$ cat src/rtl/grf_sb.sv
// grf_sb: general register file with an integrated pending-write scoreboard.
//
// Register 0 is not stored; it always reads as zero and is never busy.
// Registers 1..2**ADDR_W-1 are written synchronously from the writeback port.
// Each stored register has a saturating pending-write counter:
//   - SetBusy/SetAddr reserves a register (counter + 1).
//   - A write (WE/A3) retires one reservation (counter - 1, floored at 0).
//   - Overflow is a sticky flag, set when a reservation is dropped on a saturated counter.
//
// Optional feature (macro GRF_BYPASS_EN):
//   - A same-cycle write to RA_i is forwarded to RD_i.
//   - RBusy_i treats the retiring write as already done.
//
// Ports:
//   Clk       rising-edge clock
//   Reset_n   synchronous active-low reset
//   WE/A3/WD  write port (write enable, address, data)
//   RA        NREAD packed read addresses, port i at RA[i*ADDR_W +: ADDR_W]
//   RD        NREAD packed read data,      port i at RD[i*DATA_W +: DATA_W]
//   RBusy     per-port pending-write indication
//   SetBusy   reserve strobe for SetAddr
//   SetAddr   register being reserved
//   Overflow  sticky saturation flag
module grf_sb #(
  parameter int unsigned DATA_W = 32,
  parameter int unsigned ADDR_W = 5,
  parameter int unsigned NREAD  = 2,
  parameter int unsigned PEND_W = 2
) (
  input  logic                      Clk,
  input  logic                      Reset_n,
  input  logic                      WE,
  input  logic [ADDR_W-1:0]         A3,
  input  logic [DATA_W-1:0]         WD,
  input  logic [NREAD*ADDR_W-1:0]   RA,
  output logic [NREAD*DATA_W-1:0]   RD,
  output logic [NREAD-1:0]          RBusy,
  input  logic                      SetBusy,
  input  logic [ADDR_W-1:0]         SetAddr,
  output logic                      Overflow
);

  localparam int unsigned       Depth  = 2 ** ADDR_W;
  localparam logic [PEND_W-1:0] CntMax = {PEND_W{1'b1}};

  logic [DATA_W-1:0] regs_q [1:Depth-1];
  logic [PEND_W-1:0] cnt_q  [1:Depth-1];
  logic [PEND_W-1:0] cnt_d  [1:Depth-1];
  logic              ovf_q, ovf_d;

  logic wr_en, rsv_en;

  assign wr_en  = WE && (A3 != '0);
  assign rsv_en = SetBusy && (SetAddr != '0);

  // Counter next state. A reserve and a retire on the same register cancel.
  // The one exception is an idle counter: its retire is ignored, so the result is 1.
  always_comb begin
    ovf_d = ovf_q;
    for (int unsigned r = 1; r < Depth; r++) begin
      cnt_d[r] = cnt_q[r];
      if (rsv_en && (SetAddr == ADDR_W'(r))) begin
        if (wr_en && (A3 == ADDR_W'(r))) begin
          if (cnt_q[r] == '0) begin
            cnt_d[r] = PEND_W'(1);
          end
        end else if (cnt_q[r] == CntMax) begin
          ovf_d = 1'b1;
        end else begin
          cnt_d[r] = cnt_q[r] + PEND_W'(1);
        end
      end else if (wr_en && (A3 == ADDR_W'(r)) && (cnt_q[r] != '0)) begin
        cnt_d[r] = cnt_q[r] - PEND_W'(1);
      end
    end
  end

  always_ff @(posedge Clk) begin
    if (!Reset_n) begin
      for (int unsigned r = 1; r < Depth; r++) begin
        regs_q[r] <= '0;
        cnt_q[r]  <= '0;
      end
      ovf_q <= 1'b0;
    end else begin
      if (wr_en) begin
        regs_q[A3] <= WD;
      end
      cnt_q <= cnt_d;
      ovf_q <= ovf_d;
    end
  end

  assign Overflow = ovf_q;

  for (genvar gi = 0; gi < NREAD; gi++) begin : g_rd
    logic [ADDR_W-1:0] ra;
    logic [DATA_W-1:0] rd;
    logic              busy;

    assign ra = RA[gi*ADDR_W +: ADDR_W];

    always_comb begin
      rd   = '0;
      busy = 1'b0;
      if (ra != '0) begin
        rd   = regs_q[ra];
        busy = (cnt_q[ra] != '0);
`ifdef GRF_BYPASS_EN
        // The retiring write is counted as done, so one outstanding reservation reads as idle.
        if (wr_en && (A3 == ra)) begin
          rd   = WD;
          busy = (cnt_q[ra] > PEND_W'(1));
        end
`endif
      end
    end

    assign RD[gi*DATA_W +: DATA_W] = rd;
    assign RBusy[gi]               = busy;
  end

endmodule
$ cat config.mk
export PLATFORM = sky130hd
export DESIGN_NAME = grf_sb
export DESIGN_NICKNAME = d
export VERILOG_FILES = /design/src/rtl/grf_sb.sv
export SDC_FILE = /design/constraint.sdc
export NUM_CORES = 2
export LEC_CHECK = 0
export BUFFER_PORTS_ARGS = -buffer_cell sky130_fd_sc_hd__buf_2
export CAP_MARGIN = 20
export CORE_ASPECT_RATIO = 0.6
export CORE_MARGIN = 2
export CORE_UTILIZATION = 50
export DETAILED_ROUTE_END_ITERATION = 6
export GPL_TIMING_DRIVEN = 0
export PLACE_DENSITY = 0.68
export SETUP_SLACK_MARGIN = 0.02
export SLEW_MARGIN = 20
export SYNTH_ARGS = -nofsm -noshare
export SYNTH_HDL_FRONTEND = slang
export SYNTH_SLANG_ARGS = --single-unit
$ cat constraint.sdc
create_clock -name Clk -period 3.35 [get_ports Clk]
set_input_delay 0.1675 -clock Clk [delete_from_list [all_inputs] [get_ports Clk]]
set_output_delay 0.1675 -clock Clk [all_outputs]
set_load 0.01 [all_outputs]
# [Yosys cells after proc, flatten, opt, wreduce, memory -nomap -nowiden]
# Memories as Yosys holds them, arrays and structs flattened.
# Index checks and enable logic that the tools add are counted.
[word_totals] register_bits=63 ram_bits=992 input_bits=56 out_inout_bits=67 wordCells=745 n_memories=1
[mem_list] name="regs_q" words=31 word_bits=32 rd=2 rd_ports_with_merged_regs=0 write_ports=31 line_no="46" text="logic [DATA_W-1:0] regs_q [1:Depth-1];"
[classes] add_sub_neg=62 order_cmp=2 n_eq_ne=155 n_mux=265 bitwise_logic=2 n_reduce_logical=226
[ops] cell="2-bit two-way mux" count=159
[ops] cell="5-bit == test (second input constant)" count=32
[ops] cell="2-bit nonzero test" count=64
[ops] cell="1-bit two-way mux" count=100
[ops] cell="32-bit two-way mux" count=3
[ops] cell="1-bit logical AND" count=95
[ops] cell="3-bit by 2-bit inequality test with 1-bit output (second input constant)" count=31
[ops] cell="3-bit inequality test (second input constant)" count=31
[ops] cell="3-bit AND reduction" count=31
[ops] cell="5-bit by 4-bit == test with 1-bit output (second input constant)" count=16
[ops] cell="2-bit by 1-bit adder with 2-bit output (second input constant)" count=31
[ops] cell="2-bit == test (second input constant)" count=31
[ops] cell="2-bit zero test" count=31
[ops] cell="2-bit by 1-bit subtractor with 2-bit output (second input constant)" count=31
[ops] cell="5-bit by 3-bit == test with 1-bit output (second input constant)" count=8
[ops] cell="32-bit OR reduction" count=1
[ops] cell="2-bit binary-select mux with 5-bit select" count=2
[ops] cell="5-bit by 2-bit == test with 1-bit output (second input constant)" count=4
[ops] cell="5-bit nonzero test" count=4
[ops] cell="6-bit >= comparator (second input constant)" count=2
[ops] cell="5-bit NOT with 6-bit output" count=2
[ops] cell="5-bit by 1-bit == test with 1-bit output (second input constant)" count=2
[ops] cell="5-bit two-way mux" count=1

# [Logic depth before layout (Yosys ltp)]
[depth] depth_word=95 mapped_depth=10 depth_no_buf=6

# [Worst setup path before layout]
# No wires, ideal clock.
[synth_path] path_type="input port to flip-flop" from="in A3[2]" to="mem regs_q[25][0] (enable)" setup_time_ns=0.466 arrival_time_ns=3.108 setup_slack_ns=-0.224 path_stages=4 cell_sequence="buf_2 buf_2 nand4b_1 o21ai_0"
[synth_lines] element="start, declared" line_no="33" text="input logic [ADDR_W-1:0] A3,"
[synth_lines] element="end, declared" line_no="46"

# [Worst setup path in the final report]
[layout_path] from="in RA[4]" to="out RD[3]"
[layout_between] elab_chain_cells=2
[layout_rtl] element="start, declared" line_no="35" text="input logic [NREAD*ADDR_W-1:0] RA,"
[layout_rtl] element="memory read 31 x 32 bit or 5-bit nonzero test (tied branches)"
[layout_rtl] element="32-bit two-way mux (*)" line_no="106" text="if (ra != '0) begin"
[layout_rtl] element="end, declared" line_no="36" text="output logic [NREAD*DATA_W-1:0] RD,"
# Mark *: on every way between the ends. The rest lies on a longest branch, timed or not.

==> reports/metrics.cfg <==
[run_status]
outcome=finished with violations
violations=negative setup slack

[synthesis]
synthTopCellsByArea=edfxtp_1 50%, mux4_2 24%, and2_1 10%, dfxtp_1 2.1%, clkbuf_1 1.8%
synth_warnings=0
post-synth-top-count-cell=edfxtp_1
synth-edff-count=1024
yosys-top-cells-count=1,024 x edfxtp_1, 995 x and2_1, 648 x mux4_2
syn_avg_cell_area_um2=14.5
yosysSeqAreaShare=0.523
synthFlopType=edfxtp_1
netlist_area_mm2=0.0612
async_flop_share=0
ys_ff_latch=1087
netlist_instances=4220
synthDominantCellAreaShare=0.503
yosys.cell_types.count=65
yosysTopAreaCell=edfxtp_1

[hold_path]
hold_path_class=in2reg

[timing]
fin_crit_ns=3.45
finalMaxSlewViolations=0
finalSetupViolCount=9
hold_ws_ns=0.0881
finalWorstSetupSlack_ns=-0.103
fmax_mhz=290
period_share=1.03
slew_headroom=0.138
finClkSkew_ns=0.0442
final_hold_viol_count=0
finalSetupTns_ns=-0.554
tightest_slew_ns=1.29
rsz0062_at_grt=true

[clocking]
clk_pin_slew_worst_paths_ns=0.07
tritoncts=yes
cts-buffers-inserted=104
clk_latency_ns=0.75
clockBufferDepth=3
post_cts_buffers=0
cts_max_level=3
cts.root.buffer_cell=clkbuf_16
cts.sinks=1087

[placed_design]
dpl.hpwl_mm=169
preCtsSetupSlack_ns=-0.176
placed_cell_area_mm2=0.0646
place_inst=6004
place_congestion=1.05
port_buffers=109

[global_route]
grt_pass1_wl_mm=308
grt_max_degree=33
grt_usage=0.354
antenna_found_initial=13
first_global_vias=40800
grt_overflow=0

[setup_path]
path_max_fanout=10
cp.required_ns=3.18
start_kind=input pin
r2r-start=cnt_q[4]
r2r-end=Overflow
cp-end-kind=primary output
cp_slowest_cell=clkbuf_1
crit_end=RD[3]
arrival_ns=3.29
worst-path-stages=7
crit_chain=clkdlybuf4s15_1, inv_1, o41ai_2, buf_2, clkbuf_1, o21ai_1, buf_2
r2r_slack_ns=1.38
path_common_cell=buf_2
reg2reg_depth=5
worstSetupPathType=in2out
cp_top_family=buffers and inverters
crit_start=RA[4]
cpPeakStageDelay_ns=0.91
crit_buf_inv=5

[route]
routed_via_density=6.93
drc_errors=0
drt-wirelength-per-cell_um=35.7
drt_iter0_markers=8542
routed_wl_mm=223
ant_nets=0
via_count=43300
first_pass_iters=7

[die]
die_h_um=275
fp-row-count=99
coreArea_mm2=0.121
ios=123
die_x_um=456
initial_core_util=0.504
dieArea_mm2=0.125

[finish]
finalInstanceArea_mm2=0.0685
fin_nets=4645
nFillCells=9743
final_layout_size_suffix_gt1_frac=0.245
stdcell_count=6238
areaGrowthSynthToFinish_pct=12.0

[job]
maxCapViolCount=0

[power]
power_density_mw_per_mm2=484
p_leak_nw=23.3
ir_drop_mv=0.449

==> worst reg2reg max path: stages, from the launching register on <==
cell       delay, ns
dfxtp_1         0.34
ha_1            0.29
o2111ai_1       0.36
o2111a_1        0.44
nand4_1         0.15
o41a_1          0.32
==> per-stage QoR <==
stage	utilization	total power, mW
2_1_floorplan	-	18.8
3_3_place_gp	0.526	20.6
3_5_place_dp	0.532	20.7
4_1_cts	0.564	32.9
5_1_grt	0.564	33.7
6_report	0.565	33.2
==> where the power goes <==
part	internal, mW	leakage [nW]	switching, mW
Sequential	15.6	10.3	0.405
Combinational	1.93	11.3	2.71
Clock	6.86	1.68	5.67
Total	24.4	23.3	8.79
==> logic make-up after synthesis <==
family          Yosys count  synth area share
fa+ha+maj                62            0.0127
mux                     651             0.239
flops                  1087             0.523
compound gates          434            0.0498
simple gates           1436             0.138
other cells               1         0.0000613
xor+xnor                  1          0.000143
buf+inv                 548            0.0369
==> area by class of cell <==
type | count | area (µm²) | share of cell area
antenna | 10 | 25.0 | 0.000365
buffer | 418 | 1900 | 0.0277
clock buffer | 127 | 2750 | 0.0402
clock inverter | 64 | 703 | 0.0103
inverter | 130 | 488 | 0.00712
multi-input combinational | 2616 | 27200 | 0.396
sequential | 1087 | 32000 | 0.467
tap | 1616 | 2020 | 0.0295
timing repair buffer | 170 | 1470 | 0.0214
==> what timing repair did <==
| item | CTS | global route |
|---|---|---|
| endpoints found under the hold margin | 64 | 0 |
| hold buffers | 32 | 0 |
| setup endpoints to repair | 28 | 34 |
| resized for setup | 17 | 34 |
==> layer usage <==
metal | vias to the layer above | part of all wire | track usage
met1 | 22000 | 0.39 | 0.522
met3 | 523 | 0.18 | 0.154
li1 | 16900 | - | -
met5 | - | 0.00039 | 0
met4 | 12 | 0.041 | 0.127
met2 | 3809 | 0.39 | 0.464
==> registers in the layout, summed over array words and instances (netlist names) <==
| signal | count |
|---|---|
| cnt_q | 62 |
| regs_q | 1024 |
| Overflow | 1 |
==> cell usage in the layout (no fill, tap or decap), types with 32 or more instances in the layout <==
cell type,Yosys,routed
nor2_1,75,75
ha_1,62,62
and2_1,995,995
o21ai_0,58,57
clkbuf_16,0,106
o311ai_0,35,35
dlygate4sd3_1,0,32
clkbuf_2,0,35
a21oi_1,56,56
inv_1,130,130
buf_2,71,191
conb_1,1,32
o21ai_1,65,64
edfxtp_1,1024,1024
mux4_2,648,648
dfxtp_1,63,63
clkbuf_1,286,277
nand2_1,186,156
==> how the worst min path moves through the flow <==
stage                     from  slack (ns)            end  cells after the start
detailed placement      WD[13]        0.41  regs_q[0][13]                      1
global route        SetAddr[4]        0.12      cnt_q[58]                      5
floorplan                WD[0]        0.27   regs_q[0][0]                      0
finish              SetAddr[0]        0.09       cnt_q[0]                      5
CTS                 SetAddr[0]        0.06       cnt_q[0]                      5
global placement        WD[13]        0.40  regs_q[0][13]                      1
Power figures use the tool's default switching activity.
